--- src/rtl/mem_copy_engine.sv ---
// mem_copy_engine: word copy engine driving DataMemory, 2 cycles/word.
// Defining MEM_COPY_FILL_EN adds a fill mode (Fill/FillValue) writing one word per cycle.
module mem_copy_engine #(
  parameter int CNT_W = 16
) (
  input  logic             Clk,
  input  logic             Reset,
  input  logic             Start,
  input  logic [31:0]      SrcAddr,
  input  logic [31:0]      DstAddr,
  input  logic [CNT_W-1:0] WordCount,
`ifdef MEM_COPY_FILL_EN
  input  logic             Fill,
  input  logic [31:0]      FillValue,
`endif
  output logic             Busy,
  output logic             Done,
  output logic             Error,
  output logic [CNT_W-1:0] WordsCopied,
  output logic [31:0]      Address,
  output logic [31:0]      WriteData,
  output logic             MemWrite,
  output logic             MemRead,
  input  logic [31:0]      ReadData
);
  typedef enum logic [1:0] {IDLE, READ, WRITE, DONE} state_t;
  state_t           r_state;
  logic [31:0]      r_src, r_dst, r_buf, r_fill_val;
  logic [CNT_W-1:0] r_cnt;
  logic             r_fill;
  logic             w_fill;
  logic [31:0]      w_fill_val;
  logic             w_aligned, w_last;
`ifdef MEM_COPY_FILL_EN
  assign w_fill     = Fill;
  assign w_fill_val = FillValue;
`else
  assign w_fill     = 1'b0;
  assign w_fill_val = '0;
`endif
  assign w_aligned = SrcAddr[1:0] == 2'b00 && DstAddr[1:0] == 2'b00;
  assign w_last    = WordsCopied + CNT_W'(1) == r_cnt;
  // Strobes/address are registered for the state being entered, so they line up with r_state.
  always_ff @(posedge Clk or posedge Reset) begin
    if (Reset) begin
      r_state     <= IDLE;
      r_src       <= '0;
      r_dst       <= '0;
      r_buf       <= '0;
      r_cnt       <= '0;
      r_fill      <= 1'b0;
      r_fill_val  <= '0;
      Busy        <= 1'b0;
      Done        <= 1'b0;
      Error       <= 1'b0;
      WordsCopied <= '0;
      Address     <= '0;
      WriteData   <= '0;
      MemWrite    <= 1'b0;
      MemRead     <= 1'b0;
    end else begin
      Done      <= 1'b0;
      Error     <= 1'b0;
      MemRead   <= 1'b0;
      MemWrite  <= 1'b0;
      Address   <= '0;
      WriteData <= '0;
      case (r_state)
        IDLE: if (Start) begin
          if (!w_aligned) Error <= 1'b1;
          else begin
            r_src       <= SrcAddr;
            r_dst       <= DstAddr;
            r_cnt       <= WordCount;
            r_fill      <= w_fill;
            r_fill_val  <= w_fill_val;
            WordsCopied <= '0;
            Busy        <= 1'b1;
            if (WordCount == '0) begin
              r_state <= DONE;
              Done    <= 1'b1;
            end else if (w_fill) begin
              r_state   <= WRITE;
              MemWrite  <= 1'b1;
              Address   <= DstAddr;
              WriteData <= w_fill_val;
            end else begin
              r_state <= READ;
              MemRead <= 1'b1;
              Address <= SrcAddr;
            end
          end
        end
        READ: begin
          r_buf     <= ReadData;
          r_state   <= WRITE;
          MemWrite  <= 1'b1;
          Address   <= r_dst;
          WriteData <= ReadData;
        end
        WRITE: begin
          r_src       <= r_src + 32'd4;
          r_dst       <= r_dst + 32'd4;
          WordsCopied <= WordsCopied + CNT_W'(1);
          if (w_last) begin
            r_state <= DONE;
            Done    <= 1'b1;
          end else if (r_fill) begin
            MemWrite  <= 1'b1;
            Address   <= r_dst + 32'd4;
            WriteData <= r_fill_val;
          end else begin
            r_state <= READ;
            MemRead <= 1'b1;
            Address <= r_src + 32'd4;
          end
        end
        default: begin
          r_state <= IDLE;
          Busy    <= 1'b0;
        end
      endcase
    end
  end
endmodule
--- config.mk ---
export PLATFORM = sky130hd
export DESIGN_NAME = mem_copy_engine
export DESIGN_NICKNAME = d
export VERILOG_FILES = /design/src/rtl/mem_copy_engine.sv
export SDC_FILE = /design/constraint.sdc
export NUM_CORES = 1
export LEC_CHECK = 0
export ABC_CLOCK_PERIOD_IN_PS = 7400
export CAP_MARGIN = 20
export CORE_MARGIN = 2
export CORE_UTILIZATION = 50
export DETAILED_ROUTE_END_ITERATION = 10
export PLACE_DENSITY = 0.89
export SKIP_LAST_GASP = 1
export SYNTH_ARGS = -nofsm -noshare
export SYNTH_HDL_FRONTEND = slang
export SYNTH_SLANG_ARGS = --single-unit
--- constraint.sdc ---
create_clock -name Clk -period 7.4 [get_ports Clk]
set_input_delay 1.48 -clock Clk [delete_from_list [all_inputs] [get_ports Clk]]
set_output_delay 1.48 -clock Clk [all_outputs]
set_load 0.005 [all_outputs]
* After elaboration in Yosys (flattened, before gate mapping) *
Cells that the tools add are included.

storage, ports and cells
  register bits after elaboration = 167
  input bits = 115
  output and inout bits = 85
  word-level logic and storage cells = 69

operators by class
  add/subtract/negate cells = 3
  equality and inequality tests = 5
  mux-type cells = 37
  bitwise gates (word level) = 1
  reductions and logical operators = 11

operators by type and width
  kind                   number
  $mux 32                9
  $pmux 32 s2            2
  $pmux 32 s3            1
  $add 32x3->32 const B  2
  $mux 16                2
  $pmux 16 s2            1
  $add 16x1->16 const B  1
  $eq 16x16->1           1
  $logic_not 16->1       1
  $mux 1                 14
  $reduce_and 3->1       3
  $mux 2                 4
  $logic_not 2->1        3
  $pmux 1 s2             3
  $pmux 2 s3             1
  $ne 2x2->1 const B     2
  $eq 2x1->1 const B     1
  $eq 2x2->1 const B     1
  $reduce_and 2->1       1
  $reduce_bool 2->1      1
  $reduce_or 2->1        1
  $logic_and 1x1->1      1
  $not 1->1              1

* Logic depth before layout (Yosys ltp) *
  word-level depth = 5
  depth in mapped cells = 11
  mapped depth without buffers = 8

* Worst setup path before layout *
OpenSTA, ideal clock, no wires.

  kind = input-to-reg
  start point = in SrcAddr[0]
  end point = reg r_src[30]
  setup time = 0.118 ns
  data arrival time = 3.148 ns
  required time = 7.282 ns
  path slack = 4.133 ns
  cell stages on the path = 9
  buffers on the path = 4
  cells stage by stage = nor4_2 -> nand2_1 -> and2_1 -> clkbuf_1 -> or2_1 -> clkbuf_1 -> buf_2 -> clkbuf_1 -> a21o_1

between the ends
  word-level cells in the longest chain between the ends = 4

ends and longest elaborated chain
  item                               line  source
  start, declared                    9     input logic [31:0] SrcAddr,
  $logic_not 2->1                    41    assign w_aligned = SrcAddr[1:0] == 2'b00 && DstAddr[1:0] == 2'b00;
  $logic_and 1x1->1                  41
  $ne 2x2->1 (no source line)        n/a
  $reduce_and 3->1 (no source line)  n/a
  end signal, assigned               72    r_src <= SrcAddr;
  end signal, assigned               102   r_src <= r_src + 32'd4;
  end, declared                      28    logic [31:0] r_src, r_dst, r_buf, r_fill_val;

Every way passes these cells.
A chain may end at the register's enable or synchronous reset.

* Final worst setup path *
  start point = in SrcAddr[0]
  end point = reg r_dst[15]

between the ends
  word-level cells in the longest chain between the ends = 4

ends and longest elaborated chain
  item                               line  source
  $logic_not 2->1                    41
  $logic_and 1x1->1                  41
  $ne 2x2->1 (no source line)        n/a
  $reduce_and 3->1 (no source line)  n/a
  end signal, assigned               73    r_dst <= DstAddr;
  end signal, assigned               103   r_dst <= r_dst + 32'd4;
  end, declared                      28

Every way passes these cells.

==> flow_results.org <==
** Status
- Status :: finished, final reports clean

** Synthesis
- Of the post-synthesis cell area, the dominant cell type holds 47.6%.
- Cell types with the largest area share after synthesis :: sky130_fd_sc_hd__dfrtp_1 48%, sky130_fd_sc_hd__nand2_1 4.9%, sky130_fd_sc_hd__a21oi_1 4.7%
- After synthesis, the share of flip-flops with an asynchronous set or reset is 100%.
- The mapped netlist covers 8780 um2.
- Mean Syn Cell Area :: 9.09 um2
- The synthesized design spends more area on one cell type than any other, namely sky130_fd_sc_hd__dfrtp_1.
- Portion of the post-synthesis area used by sequential elements :: 47.6%
- Main flop type after synthesis :: sky130_fd_sc_hd__dfrtp_1
- Number of register bits inferred by synthesis :: 167
- Synthesis produced a netlist whose cell count is 965.
- In this run, distinct cell masters in the synthesized netlist total 62.
- Post-Synthesis Net Count :: 1088
- The synthesized design contains 0 enable-type register cells.
- The Yosys step of the flow raised 0 warnings.

** Layout
- The library cell used most frequently in the layout, excluding fill and tap cells, is sky130_fd_sc_hd__clkdlybuf4s50_1.
- Layout overhead on the synthesized area :: 30.9%
- Core Util, Final :: 66.6%
- Number of antenna cells inserted :: 0
- Fillers :: 1354
- Most frequent cells in the layout :: 199 x sky130_fd_sc_hd__clkdlybuf4s50_1, 167 x sky130_fd_sc_hd__dfrtp_1, 115 x sky130_fd_sc_hd__nand2_1, 83 x sky130_fd_sc_hd__a21oi_1, 62 x sky130_fd_sc_hd__o22ai_1
- Count of nets after finishing :: 1244
- Fraction of layout instances using a drive strength above 1 :: 4.50%
- Filler-free cell count of the finished design :: 1359

** Floorplan
- Initial core utilization :: 50.9%
- Floorplan die area :: 18600 um2
- Horizontal extent of the die :: 136 um
- # IOs :: 200
- Floorplan core area :: 17200 um2
- Measured along the y axis, the die boundary spans 136 um.
- After floorplanning, the core was divided into 48 placement rows.

** Critical path
- Among all stages on the critical path, the largest delay is contributed by sky130_fd_sc_hd__nor2_4.
- The largest single stage delay on the critical path is 830 ps.
- The worst setup path is launched from an input pin.
- STA puts the critical path data arrival time at 4520 ps.
- The worst setup path is of the input pin to flip-flop kind.
- Cells along the critical path :: clkdlybuf4s50_1 > nor4_2 > nand2_1 > and2_1 > nor2_4 > buf_4 > nand2_1 > mux2i_1 > a21oi_1
- Data on the critical path is required at its endpoint by 7690 ps.
- The worst setup path is captured at a flip-flop.
- By instance count, the cell type seen most on the critical path is sky130_fd_sc_hd__nand2_1.
- Maximum fanout count along the critical path :: 44

** Placement
- Timing analysis after detailed placement gives a worst setup slack of 2760 ps.
- Count of buffers inserted at the top-level ports :: 199
- After detailed placement, the design holds a cell count of 1325.
- At the end of routability-driven placement, the weighted congestion stood at 0.917.
- After legalization and detailed placement, the total HPWL measured 17200 um.

** Timing
- Measured against its own limit, the worst slew margin works out to 31.0%.
- Hold Violations, Final :: 0
- The max-slew violation count was 0.
- Finish-stage setup viols :: 0
- At the pin with the least slew margin, the transition time is 1030 ps.
- Clock period minus worst slack :: 4230 ps
- The tightest hold path in the finished design has a slack of 493 ps.
- Setup repair after global routing left no endpoint under its margin.
- Clock skew on the completed layout was measured at 8.95 ps.
- Worst-case setup margin in the final layout :: 3170 ps
- Of the available clock period, the critical path in the final layout requires 57.2%.
- For this run, the top clock speed supported by timing is 236 MHz.
- In the final timing run, aggregate negative setup slack is 0 ps.

** Route
- Routed signal wires occupy layers up through met4.
- Met3 Routed Length :: 2510 um
- Remaining routing DRC violations :: 0
- Total routed wire length on the met1 layer :: 10200 um
- Violation count after the first detailed-routing iteration :: 880
- Via Count :: 8404
- The first TritonRoute pass finished after 5 iterations.
- Routed Antenna Nets :: 0
- In the final routed layout, each cell accounts on average for 19.1 um.
- For this block, the routed nets add up to 26000 um of wire.
- Using the TritonRoute via totals, the vias-per-cell ratio works out to 6.18.
- Detail Route met2 WL :: 12300 um

** Clock network
- Counting the buffers created by CTS gives 17.
- Number of buffers between clock root and the deepest sink :: 2
- In this run the clock root is driven by a sky130_fd_sc_hd__clkbuf_16.
- The clock tree synthesis step divided the H-tree into 4 levels.
- TritonCTS built the clock tree.
- Register clock-pin slew on the reported worst setup and hold paths :: 70 ps
- The number of gates resized after CTS was 0.
- # Post-CTS Setup Buffers :: 0
- Hold repair after CTS inserted 0 buffers.
- The clock net in this run drives a total of 167 sinks.
- Worst-skew pair later-pin latency :: 430 ps

** Power
- Relative contribution of the clock network to total power :: 42.8%
- Sw Pwr :: 0.000542 W
- For this design the static power due to leakage is 4.72 nW.
- Net switching is 23.9% of the power.
- IR analysis of the VDD net gives a maximum drop of 0.179 mV.
- In this run the power density over the cells is 198 nW/um2.
- Per report_power, the sequential group accounts for 46.2% of the total.
- Combinational share of power :: 11.0%
- The internal power of the cells totals 0.00173 W.

** Job
- Across the run, the number of max-cap violations was 0.

** Global routing
- Total global-route track usage :: 27.9%
- Remaining Overflow, GRT :: 0
- The first global-routing pass estimated 40500 um of wire.
- Via count of the first global-routing pass :: 7989
- Entering global routing, the biggest net connects 99 pins.
- The initial antenna violation count was 0.

** Hold path
- The path class of the tightest hold or removal check is flip-flop to flip-flop.
## registers in the layout (all words and copies together), names as in the netlist
name,flops
MemRead,1
r_cnt,16
Error,1
Address,32
Busy,1
r_state,2
MemWrite,1
r_src,32
r_dst,32
WordsCopied,16
Done,1
WriteData,32
## cells in the mapped netlist (2+ instances only)
master,count
sky130_fd_sc_hd__xnor2_1,20
sky130_fd_sc_hd__o21a_1,5
sky130_fd_sc_hd__a22oi_1,37
sky130_fd_sc_hd__o21ai_0,59
sky130_fd_sc_hd__a311oi_1,4
sky130_fd_sc_hd__nand2b_1,2
sky130_fd_sc_hd__nor2b_1,5
sky130_fd_sc_hd__buf_4,5
sky130_fd_sc_hd__nand2_1,115
sky130_fd_sc_hd__ha_1,8
sky130_fd_sc_hd__o31ai_1,8
sky130_fd_sc_hd__clkbuf_1,50
sky130_fd_sc_hd__nor3_1,15
sky130_fd_sc_hd__o22ai_1,62
sky130_fd_sc_hd__nand3_2,2
sky130_fd_sc_hd__inv_1,12
sky130_fd_sc_hd__buf_2,11
sky130_fd_sc_hd__nor4_1,13
sky130_fd_sc_hd__nor2_1,54
sky130_fd_sc_hd__a31oi_1,7
sky130_fd_sc_hd__buf_1,3
sky130_fd_sc_hd__nand3_1,48
sky130_fd_sc_hd__nand3b_1,3
sky130_fd_sc_hd__mux2_2,3
sky130_fd_sc_hd__a211oi_1,3
sky130_fd_sc_hd__dfrtp_1,167
sky130_fd_sc_hd__nand4_1,18
sky130_fd_sc_hd__xor2_1,26
sky130_fd_sc_hd__a21oi_1,83
sky130_fd_sc_hd__and4_1,6
sky130_fd_sc_hd__o221ai_1,2
sky130_fd_sc_hd__or3_1,4
sky130_fd_sc_hd__and2_1,39
sky130_fd_sc_hd__and3_1,19
sky130_fd_sc_hd__o22a_1,5
sky130_fd_sc_hd__a32o_1,2
sky130_fd_sc_hd__or4_1,3
sky130_fd_sc_hd__o21bai_1,2
sky130_fd_sc_hd__mux2i_1,10
sky130_fd_sc_hd__o41ai_1,3
## path summary, 6_finish.rpt
path / start / end / slack [ps] / depth (start not counted)
min in group asynchronous: Reset / WriteData[11] / 1600 / 2
max reg2reg: WordsCopied[0] / Address[19] / 3530 / 9
min reg2reg: r_cnt[3] / r_cnt[3] / 490 / 2
max in group asynchronous: Reset / WordsCopied[9] / 4310 / 3
min: r_cnt[3] / r_cnt[3] / 490 / 2
max: SrcAddr[0] / r_dst[15] / 3170 / 9
## layout make-up
type | instances | area [um2] | area share [%]
clock buffer | 21 | 440 | 3.83
sequential | 167 | 4180 | 36.4
inverter | 12 | 50.0 | 0.436
tap | 225 | 282 | 2.45
clock inverter | 11 | 198 | 1.72
timing repair buffer | 208 | 2080 | 18.1
multi-input combinational | 715 | 4260 | 37.1
## layer usage
| layer | track usage [%] | vias to the layer above |
|---|---|---|
| met5 | 0 | - |
| met4 | 13.4 | 0 |
| met3 | 6.86 | 69 |
| met2 | 44.4 | 510 |
| met1 | 35.6 | 4003 |
| li1 | - | 3822 |
## metrics by stage
stage               cell area (um2)  power, W
floorplan                      8780   0.00115
global placement              10800   0.00130
detailed placement            10800   0.00131
CTS                           11500   0.00227
global route                  11500   0.00235
finish                        11500   0.00227
## cells by family (layout without fill, tap and decap cells)
group | Yosys count | count (layout) | share of synthesized area, %
flip-flops | 167 | 167 | 47.6
adder cells (fa/ha/maj) | 8 | 8 | 1.14
multiplexers | 13 | 13 | 1.53
XOR/XNOR | 47 | 47 | 4.85
buffers and inverters | 83 | 252 | 4.13
AO/OA/AOI/OAI | 292 | 292 | 20.4
AND/OR/NAND/NOR | 355 | 355 | 20.3
## power by group through the flow
stage / combinational [W] / clock, W / sequential (W)
floorplan: 0.000114 / 0 / 0.00104
detailed placement: 0.000248 / 0 / 0.00106
global route: 0.000277 / 0.00102 / 0.00105
global placement: 0.000241 / 0 / 0.00106
CTS: 0.000251 / 0.000975 / 0.00104
finish: 0.000250 / 0.000973 / 0.00105
## worst max-delay path: cells and delay by family
family / cells / cell delay (ps)
buffers and inverters: 2 / 970
AO/OA/AOI/OAI: 1 / 90
multiplexers: 1 / 190
AND/OR/NAND/NOR: 5 / 1740
Power figures use the tool's default switching activity.
